### src/rtl/inst_fetch.sv
// Instruction fetch: byte-serial little-endian fetch from the memory controller, one-cycle push into the
// instruction queue, ROB/BP redirect. Define ICACHE_EN to add a direct-mapped one-word-per-line icache.
`timescale 1ns/1ps
module inst_fetch #(
    parameter logic [31:0] RESET_PC     = 32'h0,
    parameter int unsigned ICACHE_LINES = 64
) (
    input  logic        clk_in,
    input  logic        rst_in,
    input  logic        rdy_in,
    output logic        if_memctrl_en_out,
    output logic [31:0] if_memctrl_addr_out,
    input  logic        memctrl_if_valid_in,
    input  logic [7:0]  memctrl_if_data_in,
    input  logic        instqueue_if_full_in,
    output logic        if_instqueue_en_out,
    output logic [31:0] if_instqueue_inst_out,
    output logic [31:0] if_instqueue_pc_out,
    input  logic        rob_if_rst_in,
    input  logic [31:0] rob_if_pc_in,
    input  logic        bp_if_jump_in,
    input  logic [31:0] bp_if_pc_in
);
    localparam logic [1:0] FETCH    = 2'd0;
    localparam logic [1:0] PUSH     = 2'd1;
    localparam logic [1:0] REDIRECT = 2'd2;

    if ((ICACHE_LINES < 2) || ((ICACHE_LINES & (ICACHE_LINES - 1)) != 0)) begin : g_lines_check
        $error("ICACHE_LINES must be a power of two >= 2");
    end

    logic [1:0]  state;
    logic [31:0] pc;
    logic [1:0]  byte_cnt;
    logic [31:0] word_buf;
    logic        redirect;
    logic [31:0] redirect_pc;
    logic        hit;
    logic [31:0] hit_word;

    assign redirect    = rob_if_rst_in | bp_if_jump_in;
    assign redirect_pc = rob_if_rst_in ? rob_if_pc_in : bp_if_pc_in;

`ifdef ICACHE_EN
    localparam int unsigned IDX_W = $clog2(ICACHE_LINES);
    localparam int unsigned TAG_W = 30 - IDX_W;

    logic [31:0]             cache_data [ICACHE_LINES];
    logic [TAG_W-1:0]        cache_tag  [ICACHE_LINES];
    logic [ICACHE_LINES-1:0] cache_valid;
    logic [IDX_W-1:0]        idx;
    logic [TAG_W-1:0]        tag;
    logic                    fill;

    assign idx      = pc[2 +: IDX_W];
    assign tag      = pc[31 -: TAG_W];
    assign hit      = (state == FETCH) && (byte_cnt == 2'd0) && (pc[1:0] == 2'b00)
                      && cache_valid[idx] && (cache_tag[idx] == tag);
    assign hit_word = cache_data[idx];
    // Unaligned PCs are never filled, so they can never hit either.
    assign fill     = rdy_in && !redirect && (state == FETCH) && memctrl_if_valid_in
                      && (byte_cnt == 2'd3) && (pc[1:0] == 2'b00);

    always_ff @(posedge clk_in or posedge rst_in) begin
        if (rst_in) begin
            cache_valid <= '0;
        end else if (fill) begin
            cache_valid[idx] <= 1'b1;
        end
    end

    always_ff @(posedge clk_in) begin
        if (fill) begin
            cache_data[idx] <= {memctrl_if_data_in, word_buf[23:0]};
            cache_tag[idx]  <= tag;
        end
    end
`else
    assign hit      = 1'b0;
    assign hit_word = '0;
`endif

    assign if_memctrl_en_out   = !rst_in && (state == FETCH) && !hit;
    assign if_memctrl_addr_out = rst_in ? '0 : pc + {30'd0, byte_cnt};

    always_ff @(posedge clk_in or posedge rst_in) begin
        if (rst_in) begin
            state                 <= FETCH;
            pc                    <= RESET_PC;
            byte_cnt              <= '0;
            word_buf              <= '0;
            if_instqueue_en_out   <= 1'b0;
            if_instqueue_inst_out <= '0;
            if_instqueue_pc_out   <= '0;
        end else if (rdy_in) begin
            if_instqueue_en_out <= 1'b0;
            if (redirect) begin
                pc       <= redirect_pc;
                byte_cnt <= '0;
                state    <= REDIRECT;
            end else begin
                case (state)
                    FETCH: begin
                        if (hit) begin
                            word_buf <= hit_word;
                            state    <= PUSH;
                        end else if (memctrl_if_valid_in) begin
                            word_buf[{byte_cnt, 3'b000} +: 8] <= memctrl_if_data_in;
                            byte_cnt                          <= byte_cnt + 2'd1;
                            if (byte_cnt == 2'd3) begin
                                state <= PUSH;
                            end
                        end
                    end
                    PUSH: begin
                        if (!instqueue_if_full_in) begin
                            if_instqueue_en_out   <= 1'b1;
                            if_instqueue_inst_out <= word_buf;
                            if_instqueue_pc_out   <= pc;
                            pc                    <= pc + 32'd4;
                            state                 <= FETCH;
                        end
                    end
                    default: state <= FETCH;
                endcase
            end
        end
    end
endmodule
### config.mk
export PLATFORM = sky130hd
export DESIGN_NAME = inst_fetch
export DESIGN_NICKNAME = d
export VERILOG_FILES = /design/src/rtl/inst_fetch.sv
export SDC_FILE = /design/constraint.sdc
export NUM_CORES = 1
export LEC_CHECK = 0
export CAP_MARGIN = 15
export CORE_ASPECT_RATIO = 0.9
export CORE_MARGIN = 3
export CORE_UTILIZATION = 31
export DETAILED_ROUTE_END_ITERATION = 12
export GPL_ROUTABILITY_DRIVEN = 0
export SLEW_MARGIN = 20
export SYNTH_ARGS = -nofsm -noshare
export SYNTH_HDL_FRONTEND = slang
export SYNTH_SLANG_ARGS = --single-unit
export TNS_END_PERCENT = 10
### constraint.sdc
create_clock -name clk_in -period 5.7 [get_ports clk_in]
set_clock_uncertainty 0.1 [all_clocks]
set_input_delay 0.855 -clock clk_in [delete_from_list [all_inputs] [get_ports clk_in]]
set_output_delay 0.855 -clock clk_in [all_outputs]
set_load 0.02 [all_outputs]
==> results.md, run 1 <==
* Status: finished clean
* Clock tree root driver cell: clkbuf_16
* Clk Latency, worst-skew pair at 0.42 ns
* Max Transition Viols Final at 0
* Residual DRC at 0
* Initial antenna violation count at 0
* Share of layout cells above drive strength 1 at 13.9%
* Quantity of gates resized following cts at 0
* Post-CTS Setup Inserts at 0
* Total die area at 24,100 µm²
* Largest net degree at the start of global routing at 99
* GRT busiest layer: met2
* Layout net count at 934
* Crit Reg-Reg Startpoint: state[1]$_DFFE_PP0P_
* Async SR Flop Fraction at 100%
* Worst path required time at 4.74 ns
* Fill cells at 2,121
* Grt met3 use at 5.66%
* Drt pass-1 iters at 5
* Peak Freq at 229 MHz
* Top FF cell, synth: dfrtp_1
* CTS HTree Levels at 4
* DP HPWL at 14.7 mm
* Vias in the first global route at 5,873
* WHS Path Cells at 2
* DRT antenna net count at 0
* Utilization after layout at 43.5%
* VDD IR max at 0.156 mV
* CP endpoint kind: primary output
* Starting density of the core at 31.8%
* Hold_buf cts at 0
* Aggregate routed wire length at 21.0 mm
* Tmin final at 4.37 ns
* GR Layer Usage met2 at 26.8%
* Internal power at 0.00212 W
* Area post-placement at 8860 µm²
* Antenna diode count at 0
* Slew at the pin with the worst max-slew slack at 0.975 ns
* Reg2Reg Setup Slack at 2.66 ns
* Most frequent cells in the layout: clkdlybuf4s50_1, dfrtp_1, nand2_1, o21ai_0, mux2_2
* Combinational power share at 23.3%
* Instance count of the mapped netlist at 689
* Hold Vio Cnt, Final at 0
* Yosys warns at 0
* Hold_sp: word_buf[25]$_DFFE_PP0P_
* Critical path data arrival time at 3.41 ns
* CTS Buf Count at 17
* CP startpoint kind: register
* Synthesized area at 6910 µm²
* Syn avg cell area at 10.0 µm²
* Pwr Density at 321 nW/µm²
* Layout area overhead at 37.1%
* First DRT Iteration DRCs at 363
* CTS tree: built
* Setup TNS at 0 ns
* Power consumption at 0.00304 W
* Die W at 163 µm
* Finish-stage setup viols at 0
* M1 GR Usage at 24.4%
* Clock Path Buffers at 2
* CP Max Fanout at 9
* Clock Power Share at 37.2%
* # rows at 51
* Grt total ovfl at 0
* Synth Register Bits at 133
* Port Buf Inserts at 176
* Hold endpoint: word_buf[25]$_DFFE_PP0P_
* Synth unique cells at 57
* Critical path class: reg2out
* CTS sink cnt at 133
* Part of the cycle the worst path needs at 76.6%
* FF-to-FF End: if_instqueue_pc_out[5]$_DFFE_PP0P_
* Leakage power at 3.88 nW
* Sequential share of the synthesized area at 48.2%
* GRT Resource Usage Total at 17.6%
* CTS clk-pin slew, worst paths at 0.06 ns
* Sequential Power Share at 39.5%
* Post-synth EDFFs at 0
* FF-to-FF path depth at 5
* Sw Ratio at 30.2%
* RSZ-0062 raised after global routing: no
* Number of max-cap violations at 0
* Design area at 9470 µm²
* Die height at 148 µm
* Vias/cell at 5.14
* Total net switching power at 0.000920 W
* CORE AREA at 21,800 µm²
* I/O pin total at 177
* Worst slew margin at 34.9%
* Synthesized net count at 778
* First-pass GRT wire length at 33.1 mm
* Hold Path Class: reg2reg
* Most common cell after layout, fill and taps aside: clkdlybuf4s50_1
* DR vias at 5,911
* WL/cell at 18.3 µm
-- worst max-delay path, cell delays in order, from the launching register on --
cell	delay [ns]
dfrtp_1	0.52
ha_1	0.31
fa_1	0.47
nand4_1	0.43
or3_1	0.48
a21oi_1	0.16
clkdlybuf4s50_1	0.62
-- cell type report --
cell class	instances	area [µm²]	area share [%]
multi-input cells	498	3300	34.9
clock buffers	18	429	4.53
inverters	8	35.0	0.370
flip-flops and latches	133	3330	35.1
well taps	291	364	3.84
repair buffers	187	1840	19.4
clock inverters	14	176	1.86
-- logic make-up after synthesis --
family	after synthesis	share of synthesized area [%]
flip-flops	133	48.2
XOR/XNOR	25	3.17
adder cells (fa/ha/maj)	10	1.92
AO/OA/AOI/OAI	173	16.1
buffers and inverters	58	4.22
AND/OR/NAND/NOR	225	15.8
multiplexers	65	10.6
-- power by group through the flow --
stage	registers, W	logic [W]	clock network, W
floorplan	0.00127	0.000294	0
CTS	0.00120	0.000718	0.00116
global placement	0.00122	0.000708	0
detailed placement	0.00122	0.000712	0
global route	0.00122	0.000765	0.00119
finish	0.00120	0.000708	0.00113
-- state kept, by name, summed over array words and instances, names as in the netlist --
register,cells
if_instqueue_inst_out,32
if_instqueue_pc_out,32
state,2
pc,32
if_instqueue_en_out,1
word_buf,32
byte_cnt,2
-- worst max-delay path by stage --
stage                       startpoint                            endpoint  slack [ns]  depth (start not counted)
6_report       byte_cnt[0]$_DFFE_PP0P_             if_memctrl_addr_out[16]        1.33                          6
5_1_grt              pc[9]$_DFFE_PP0P_             if_memctrl_addr_out[31]        1.11                          6
4_1_cts        byte_cnt[0]$_DFFE_PP0P_             if_memctrl_addr_out[16]        1.37                          6
3_5_place_dp                    rdy_in  if_instqueue_pc_out[2]$_DFFE_PP0P_        1.59                          5
3_3_place_gp                    rst_in             if_memctrl_addr_out[26]        1.58                          4
2_1_floorplan                   rst_in             byte_cnt[0]$_DFFE_PP0P_        0.84                          3
-- metal layers --
layer | wire (µm) | vias up
li1 | - | 2817
met1 | 9620 | 2865
met2 | 9500 | 216
met3 | 1730 | 13
met4 | 169 | 0
met5 | 0 | -
-- cells in the mapped netlist (3+ instances only) --
master | number | area (µm²)
dfrtp_1 | 133 | 3330
buf_2 | 12 | 60.1
nor2_1 | 42 | 158
nor3b_1 | 5 | 37.5
inv_1 | 7 | 26.3
o21ai_0 | 88 | 440
and4_1 | 6 | 52.6
mux2_2 | 63 | 709
clkbuf_1 | 26 | 97.6
ha_1 | 9 | 113
o211ai_1 | 5 | 37.5
o2bb2ai_1 | 3 | 26.3
buf_6 | 3 | 33.8
xnor2_1 | 12 | 105
and3_1 | 8 | 50.1
a22o_1 | 10 | 87.6
a21oi_1 | 14 | 70.1
a31oi_1 | 4 | 25.0
and2_1 | 4 | 25.0
o31a_1 | 5 | 43.8
xor2_1 | 13 | 114
buf_4 | 7 | 52.6
a222oi_1 | 3 | 30.0
nor2b_1 | 3 | 18.8
nand3_1 | 14 | 70.1
o31ai_1 | 4 | 30.0
nor4_1 | 6 | 37.5
a22oi_1 | 8 | 60.1
nand4_1 | 13 | 81.3
a221oi_1 | 4 | 35.0
o311ai_0 | 11 | 96.3
nand2_1 | 101 | 379
or3_1 | 6 | 37.5
a221o_1 | 5 | 50.1
nor3_1 | 5 | 25.0
-- metrics by stage --
| step | hold WS [ns] | cells | worst slack (ns) |
|---|---|---|---|
| global placement | 0.360 | 1117 | 1.58 |
| CTS | 0.386 | 1149 | 1.37 |
| detailed placement | 0.372 | 1117 | 1.59 |
| finish | 0.381 | 1149 | 1.33 |
| floorplan | 0.346 | 689 | 0.843 |
| global route | 0.406 | 1149 | 1.11 |
Note: power is estimated with default switching activity, not from simulation.
==> run 2: changes to the inputs <==
==> constraint.sdc (replaced) <==
create_clock -name clk_in -period 4 [get_ports clk_in]
set_clock_uncertainty 0.1 [all_clocks]
set_input_delay 0.6 -clock clk_in [delete_from_list [all_inputs] [get_ports clk_in]]
set_output_delay 0.6 -clock clk_in [all_outputs]
set_load 0.02 [all_outputs]
==> run 2 against run 1 <==
Against the previous run:
- flip-flop and latch count stayed put
- sequential share of layout area decreased by 0.16 points
- die area did not move
- via count decreased by 0.15%
- global-route usage grew 0.094 points
- sequential power increased by 43%
- worst hold slack lost 0.0049 ns
- final area grew 0.46%
- clock power is 34% higher
- non-clock buffer count rose by 8
- core utilization is 0.20 points higher
- critical path depth up 1
- largest power group unchanged
==> results.md, run 2 (synthesis results as in run 1) <==
* Status: finished clean
* CP startpoint kind: register
* Buf/Inv on CP at 1 (unchanged)
* CP Max Fanout at 8 (-1)
* Drt pass-1 iters at 5 (unchanged)
* CTS clk-pin slew, worst paths at 0.07 ns (about the same)
* Total die area at 24,100 µm² (unchanged)
* Number of max-cap violations at 0 (unchanged)
* Clock tree root driver cell: clkbuf_16
* Post-route non-filler standard cell count at 1,157 (+0.70%)
* Part of the cycle the worst path needs at 92.5%
* Area of the multi-input gates at 3300 µm² (-0.11%)
* Seq. cell area at 3330 µm² (unchanged)
* Peak Freq at 270 MHz
* Share of layout cells above drive strength 1 at 14.5% (+0.68 points)
* RSZ-0062 raised after global routing: no
* Crit path max-delay cell type: clkdlybuf4s50_1
* Cell family with most CP delay: simple AND/OR/NAND/NOR gates
* VDD IR max at 0.220 mV (+41%)
* Residual DRC at 0 (unchanged)
* Clk Latency, worst-skew pair at 0.42 ns (about the same)
* # rows at 51 (unchanged)
* Initial antenna violation count at 1 (+1)
* Largest net degree at the start of global routing at 69 (-30%)
* Delay of the slowest critical-path stage at 0.66 ns (+0.04 ns)
* Layout net count at 942 (+0.86%)
* CP endpoint kind: primary output
* CTS tree: built
* Fill cells at 2,095 (-1.2%)
* Aggregate routed wire length at 21.0 mm (+0.11%)
* Worst path required time at 3.30 ns (-1.44 ns)
* Die height at 148 µm (unchanged)
* CORE AREA at 21,800 µm² (unchanged)
* First DRT Iteration DRCs at 397 (+9.4%)
* Clock Path Buffers at 2 (unchanged)
* WL/cell at 18.2 µm (-0.58%)
* Hold Path Class: reg2reg
* Most common cell after layout, fill and taps aside: clkdlybuf4s50_1
* GRT Resource Usage Total at 17.7% (+0.094 points)
* CTS Buf Count at 17 (unchanged)
* CTS sink cnt at 133 (unchanged)
* First-pass GRT wire length at 33.1 mm (about the same)
* Quantity of gates resized following cts at 0 (unchanged)
* Antenna diode count at 0 (unchanged)
* CTS HTree Levels at 4 (unchanged)
* Setup TNS at 0 ns (unchanged)
* Critical path class: reg2out
* Worst slew margin at 35.3% (+0.43 points)
* I/O pin total at 177 (unchanged)
* Die W at 163 µm (unchanged)
* Layout area overhead at 37.8%
* Crit path cell chain: ha_1, and3_1, and4_1, nand3_1, xor2_1, nor2_1, clkdlybuf4s50_1
* Max Transition Viols Final at 0 (unchanged)
* Post-CTS Setup Inserts at 0 (unchanged)
* Most frequent cells in the layout: clkdlybuf4s50_1, dfrtp_1, nand2_1, o21ai_0, mux2_2
* DRT antenna net count at 0 (unchanged)
* Power consumption at 0.00424 W (+39%)
* Tmin final at 3.70 ns
* Port Buf Inserts at 176 (unchanged)
* Slew at the pin with the worst max-slew slack at 0.969 ns (-0.00649 ns)
* Hold_buf cts at 0 (unchanged)
* DR vias at 5,902 (-0.15%)
* DP HPWL at 15.1 mm (+2.3%)
* Starting density of the core at 31.8% (unchanged)
* Finish-stage setup viols at 0 (unchanged)
* Critical path data arrival time at 3.00 ns (-0.41 ns)
* Leakage power at 3.90 nW (+0.52%)
* Vias/cell at 5.10 (-0.84%)
* Hold Vio Cnt, Final at 0 (unchanged)
* Pwr Density at 445 nW/µm² (+39%)
* Grt total ovfl at 0 (unchanged)
* Placed insts at 1,124 (+0.63%)
* Vias in the first global route at 5,849 (-0.41%)
-- run 2: cell types whose count changed in the layout (fill, tap and decap cells not counted), sizes merged --
cell           delta
bufinv            -3
inv               +5
clkbuf            -1
clkinv            -4
clkinvlp          +3
clkdlybuf4s50     +1
buf               +7
-- run 2: path summary, 6_finish.rpt --
path	from	to	slack, ns	cells after the start
setup / recovery	pc[2]$_DFFE_PP0P_	if_memctrl_addr_out[30]	0.30	7
hold / removal	word_buf[19]$_DFFE_PP0P_	word_buf[19]$_DFFE_PP0P_	0.38	2
setup reg to reg	pc[2]$_DFFE_PP0P_	pc[14]$_DFFE_PP0P_	1.43	6
hold reg to reg	word_buf[19]$_DFFE_PP0P_	word_buf[19]$_DFFE_PP0P_	0.38	2
max in group asynchronous	rst_in	pc[25]$_DFFE_PP0P_	2.45	4
min in group asynchronous	rst_in	if_instqueue_inst_out[24]$_DFFE_PP0P_	0.65	3
-- run 2: area by class of cell --
type	instances	area share (%)
clock buffer	17	4.47
tap	291	3.83
inverter	8	0.355
sequential	133	35.0
timing repair buffer	195	20.3
clock inverter	15	1.46
multi-input combinational	498	34.7
-- run 2: power breakdown --
| part | switching (W) | total (W) | internal (W) |
|---|---|---|---|
| registers | 0.000181 | 0.00171 | 0.00153 |
| clock network | 0.000688 | 0.00151 | 0.000823 |
| logic | 0.000506 | 0.00102 | 0.000513 |
-- run 2: layer usage --
metal  share of wire, %  global-route usage [%]  wire [µm]  vias to the layer above
li1                   -                       -          -                     2824
met1                 47                    25.5       9840                     2833
met2                 44                    26.5       9260                      222
met3                7.9                    4.62       1660                       21
met4                1.3                    4.52        280                        2
met5              0.062                       0         13                        -
-- run 2: per-stage QoR --
stage               utilization, %  hold slack [ns]  setup WS [ns]  instance area, µm²
global placement              41.1            0.361          0.734                8950
detailed placement            41.1            0.370          0.658                8950
global route                  43.7            0.407          0.179                9520
finish                        43.7            0.376          0.301                9520
floorplan                        -            0.346           1.24                6910
CTS                           43.7            0.385          0.179                9510
-- run 2: worst min-delay path: stages (launching register included) --
cell     delay, ns
dfrtp_1       0.34
nand2_1       0.04
o21ai_0       0.06
==> run 3: changes to the inputs <==
--- a/config.mk
+++ b/config.mk
@@ -5,12 +5,13 @@
 export SDC_FILE = /design/constraint.sdc
 export NUM_CORES = 1
 export LEC_CHECK = 0
-export CAP_MARGIN = 15
+export ABC_CLOCK_PERIOD_IN_PS = 4000
 export CORE_ASPECT_RATIO = 0.9
 export CORE_MARGIN = 3
-export CORE_UTILIZATION = 31
+export CORE_UTILIZATION = 45
 export DETAILED_ROUTE_END_ITERATION = 12
 export GPL_ROUTABILITY_DRIVEN = 0
+export PLACE_DENSITY = 0.77
 export SLEW_MARGIN = 20
 export SYNTH_ARGS = -nofsm -noshare
 export SYNTH_HDL_FRONTEND = slang
==> run 3 against run 2 <==
Against the previous run:
- flip-flop and latch count is the same
- global-route usage grew 5.9 points
- wire length down 6.7%
- sequential share of layout area is 0.62 points higher
- worst hold slack better by 0.0018 ns
- clock-buffer cell count up 2
- total power down 2.0%
- largest power group unchanged
==> results.md, run 3 (synthesis results as in run 1) <==
* Status: finished clean
* Stages on worst setup path at 7 (unchanged)
* Delay of the slowest critical-path stage at 0.62 ns (-0.04 ns)
* Max Transition Viols Final at 0 (unchanged)
* Setup TNS at 0 ns (unchanged)
* Hold Vio Cnt, Final at 0 (unchanged)
* Design area at 9350 µm² (-1.7%)
* Finish-stage setup viols at 0 (unchanged)
* Most frequent cells in the layout: clkdlybuf4s50_1, dfrtp_1, nand2_1, o21ai_0, mux2_2
* Vias/cell at 5.73 (+12%)
* Clock Path Buffers at 2 (unchanged)
* CP Max Fanout at 9 (+1)
* Number of max-cap violations at 0 (unchanged)
* Clock tree root driver cell: clkbuf_16
* First DRT Iteration DRCs at 463 (+17%)
* Slew at the pin with the worst max-slew slack at 0.947 ns (-0.0219 ns)
* VDD IR max at 0.314 mV (+43%)
* CTS sink cnt at 133 (unchanged)
* Buf/Inv on CP at 2 (+1)
* Crit path max-delay cell type: clkdlybuf4s50_1
* DR vias at 6,065 (+2.8%)
* CTS tree: built
* Die W at 137 µm (-16%)
* Reg2Reg Setup Slack at 1.36 ns (-0.07 ns)
* Peak Freq at 263 MHz (-2.8%)
* Vias in the first global route at 5,716 (-2.3%)
* Post-route non-filler standard cell count at 1,059 (-8.5%)
* Layout net count at 938 (-0.42%)
* DP HPWL at 13.7 mm (-8.7%)
* # rows at 42 (-18%)
* Critical path class: reg2out
* Hold Path Class: reg2reg
* Drt pass-1 iters at 5 (unchanged)
* Clk Latency, worst-skew pair at 0.41 ns (about the same)
* WL/cell at 18.5 µm (+1.9%)
* Fill cells at 1,226 (-41%)
* Port Buf Inserts at 176 (unchanged)
* Antenna diode count at 0 (unchanged)
* Area post-placement at 8800 µm² (-1.6%)
* Crit path cell chain: ha_1, fa_1, nand4_1, buf_4, or3_1, a21oi_1, clkdlybuf4s50_1
* Critical path data arrival time at 3.10 ns (+0.10 ns)
* GRT Resource Usage Total at 23.5% (+5.9 points)
* Initial antenna violation count at 0 (-1)
* First-pass GRT wire length at 30.9 mm (-6.6%)
* Share of layout cells above drive strength 1 at 13.9% (-0.61 points)
* CP endpoint kind: primary output
* CTS HTree Levels at 4 (unchanged)
* I/O pin total at 177 (unchanged)
* Worst path required time at 3.30 ns (about the same)
* Most common cell after layout, fill and taps aside: clkdlybuf4s50_1
* DRT antenna net count at 0 (unchanged)
* Worst slew margin at 36.8% (+1.5 points)
* RSZ-0062 raised after global routing: no
* Aggregate routed wire length at 19.6 mm (-6.7%)
* Part of the cycle the worst path needs at 95.1% (+2.6 points)
* CP startpoint kind: register
* Power consumption at 0.00415 W (-2.0%)
* Total die area at 16,900 µm² (-30%)
* WHS at 0.378 ns (+0.00177 ns)
* FF-to-FF End: pc[14]$_DFFE_PP0P_
* Worst Setup EP: if_memctrl_addr_out[16]
* Starting density of the core at 46.5% (+15 points)
* Placed insts at 1,027 (-8.6%)
* CTS Buf Count at 17 (unchanged)
* Crit Reg-Reg Startpoint: pc[2]$_DFFE_PP0P_
* Residual DRC at 0 (unchanged)
* Die height at 124 µm (-16%)
* CORE AREA at 14,900 µm² (-32%)
* CTS clk-pin slew, worst paths at 0.06 ns (about the same)
* Cell family with most CP delay: buffers and inverters
* Grt total ovfl at 0 (unchanged)
* FF-to-FF path depth at 6 (unchanged)
* Pwr Density at 444 nW/µm² (-0.32%)
* Worst Setup SP: byte_cnt[0]$_DFFE_PP0P_
* Tmin final at 3.80 ns (+0.105 ns)
* Layout area overhead at 35.4%
* Largest net degree at the start of global routing at 90 (+30%)
* Leakage power at 3.88 nW (-0.68%)
run 3: worst min-delay path, stage by stage, from the launching register on:
cell     delay (ns)
dfrtp_1        0.34
nand2_1        0.05
o21ai_0        0.06
run 3: layout make-up:
type	instances	area, µm²	area share [%]
Sequential cell	133	3330	35.6
Inverter	8	33.8	0.361
Clock inverter	12	109	1.16
Tap cell	198	248	2.65
Multi-Input combinational cell	498	3300	35.3
Clock buffer	19	433	4.63
Timing Repair Buffer	191	1900	20.3
run 3: how the worst min path moves through the flow:
stage | startpoint | end | slack, ns | cells after the start
2_1_floorplan | word_buf[0]$_DFFE_PP0P_ | word_buf[0]$_DFFE_PP0P_ | 0.35 | 2
4_1_cts | word_buf[18]$_DFFE_PP0P_ | word_buf[18]$_DFFE_PP0P_ | 0.38 | 2
3_5_place_dp | word_buf[18]$_DFFE_PP0P_ | word_buf[18]$_DFFE_PP0P_ | 0.37 | 2
6_report | if_instqueue_pc_out[7]$_DFFE_PP0P_ | if_instqueue_pc_out[7]$_DFFE_PP0P_ | 0.38 | 2
5_1_grt | word_buf[6]$_DFFE_PP0P_ | word_buf[6]$_DFFE_PP0P_ | 0.41 | 2
3_3_place_gp | word_buf[8]$_DFFE_PP0P_ | word_buf[8]$_DFFE_PP0P_ | 0.36 | 2
run 3: repair_timing:
action                     CTS  global route
setup buffers                0             1
resized for setup            0             1
hold buffers                 0             0
setup endpoints to repair    0             7
run 3: layer usage:
metal	wire length, µm	vias to the layer above	global-route usage [%]
met5	0	-	0
met2	8830	275	34.7
met3	1440	34	5.70
met4	461	0	7.24
met1	8910	2936	34.4
li1	-	2820	-
run 3: report_power, final:
part	switching (W)	internal (W)	leakage, nW	total (W)
logic	0.000490	0.000511	1.88	0.00100
registers	0.000180	0.00153	1.73	0.00171
clock network	0.000592	0.000851	0.263	0.00144
run 3: per-stage QoR:
stage | setup WS (ns) | util, %
final | 0.196 | 62.9
after global routing | 0.0475 | 62.9
after CTS | 0.0795 | 62.8
after detailed placement | 0.543 | 59.2
after global placement | 0.602 | 59.2
after floorplan | 1.24 | -
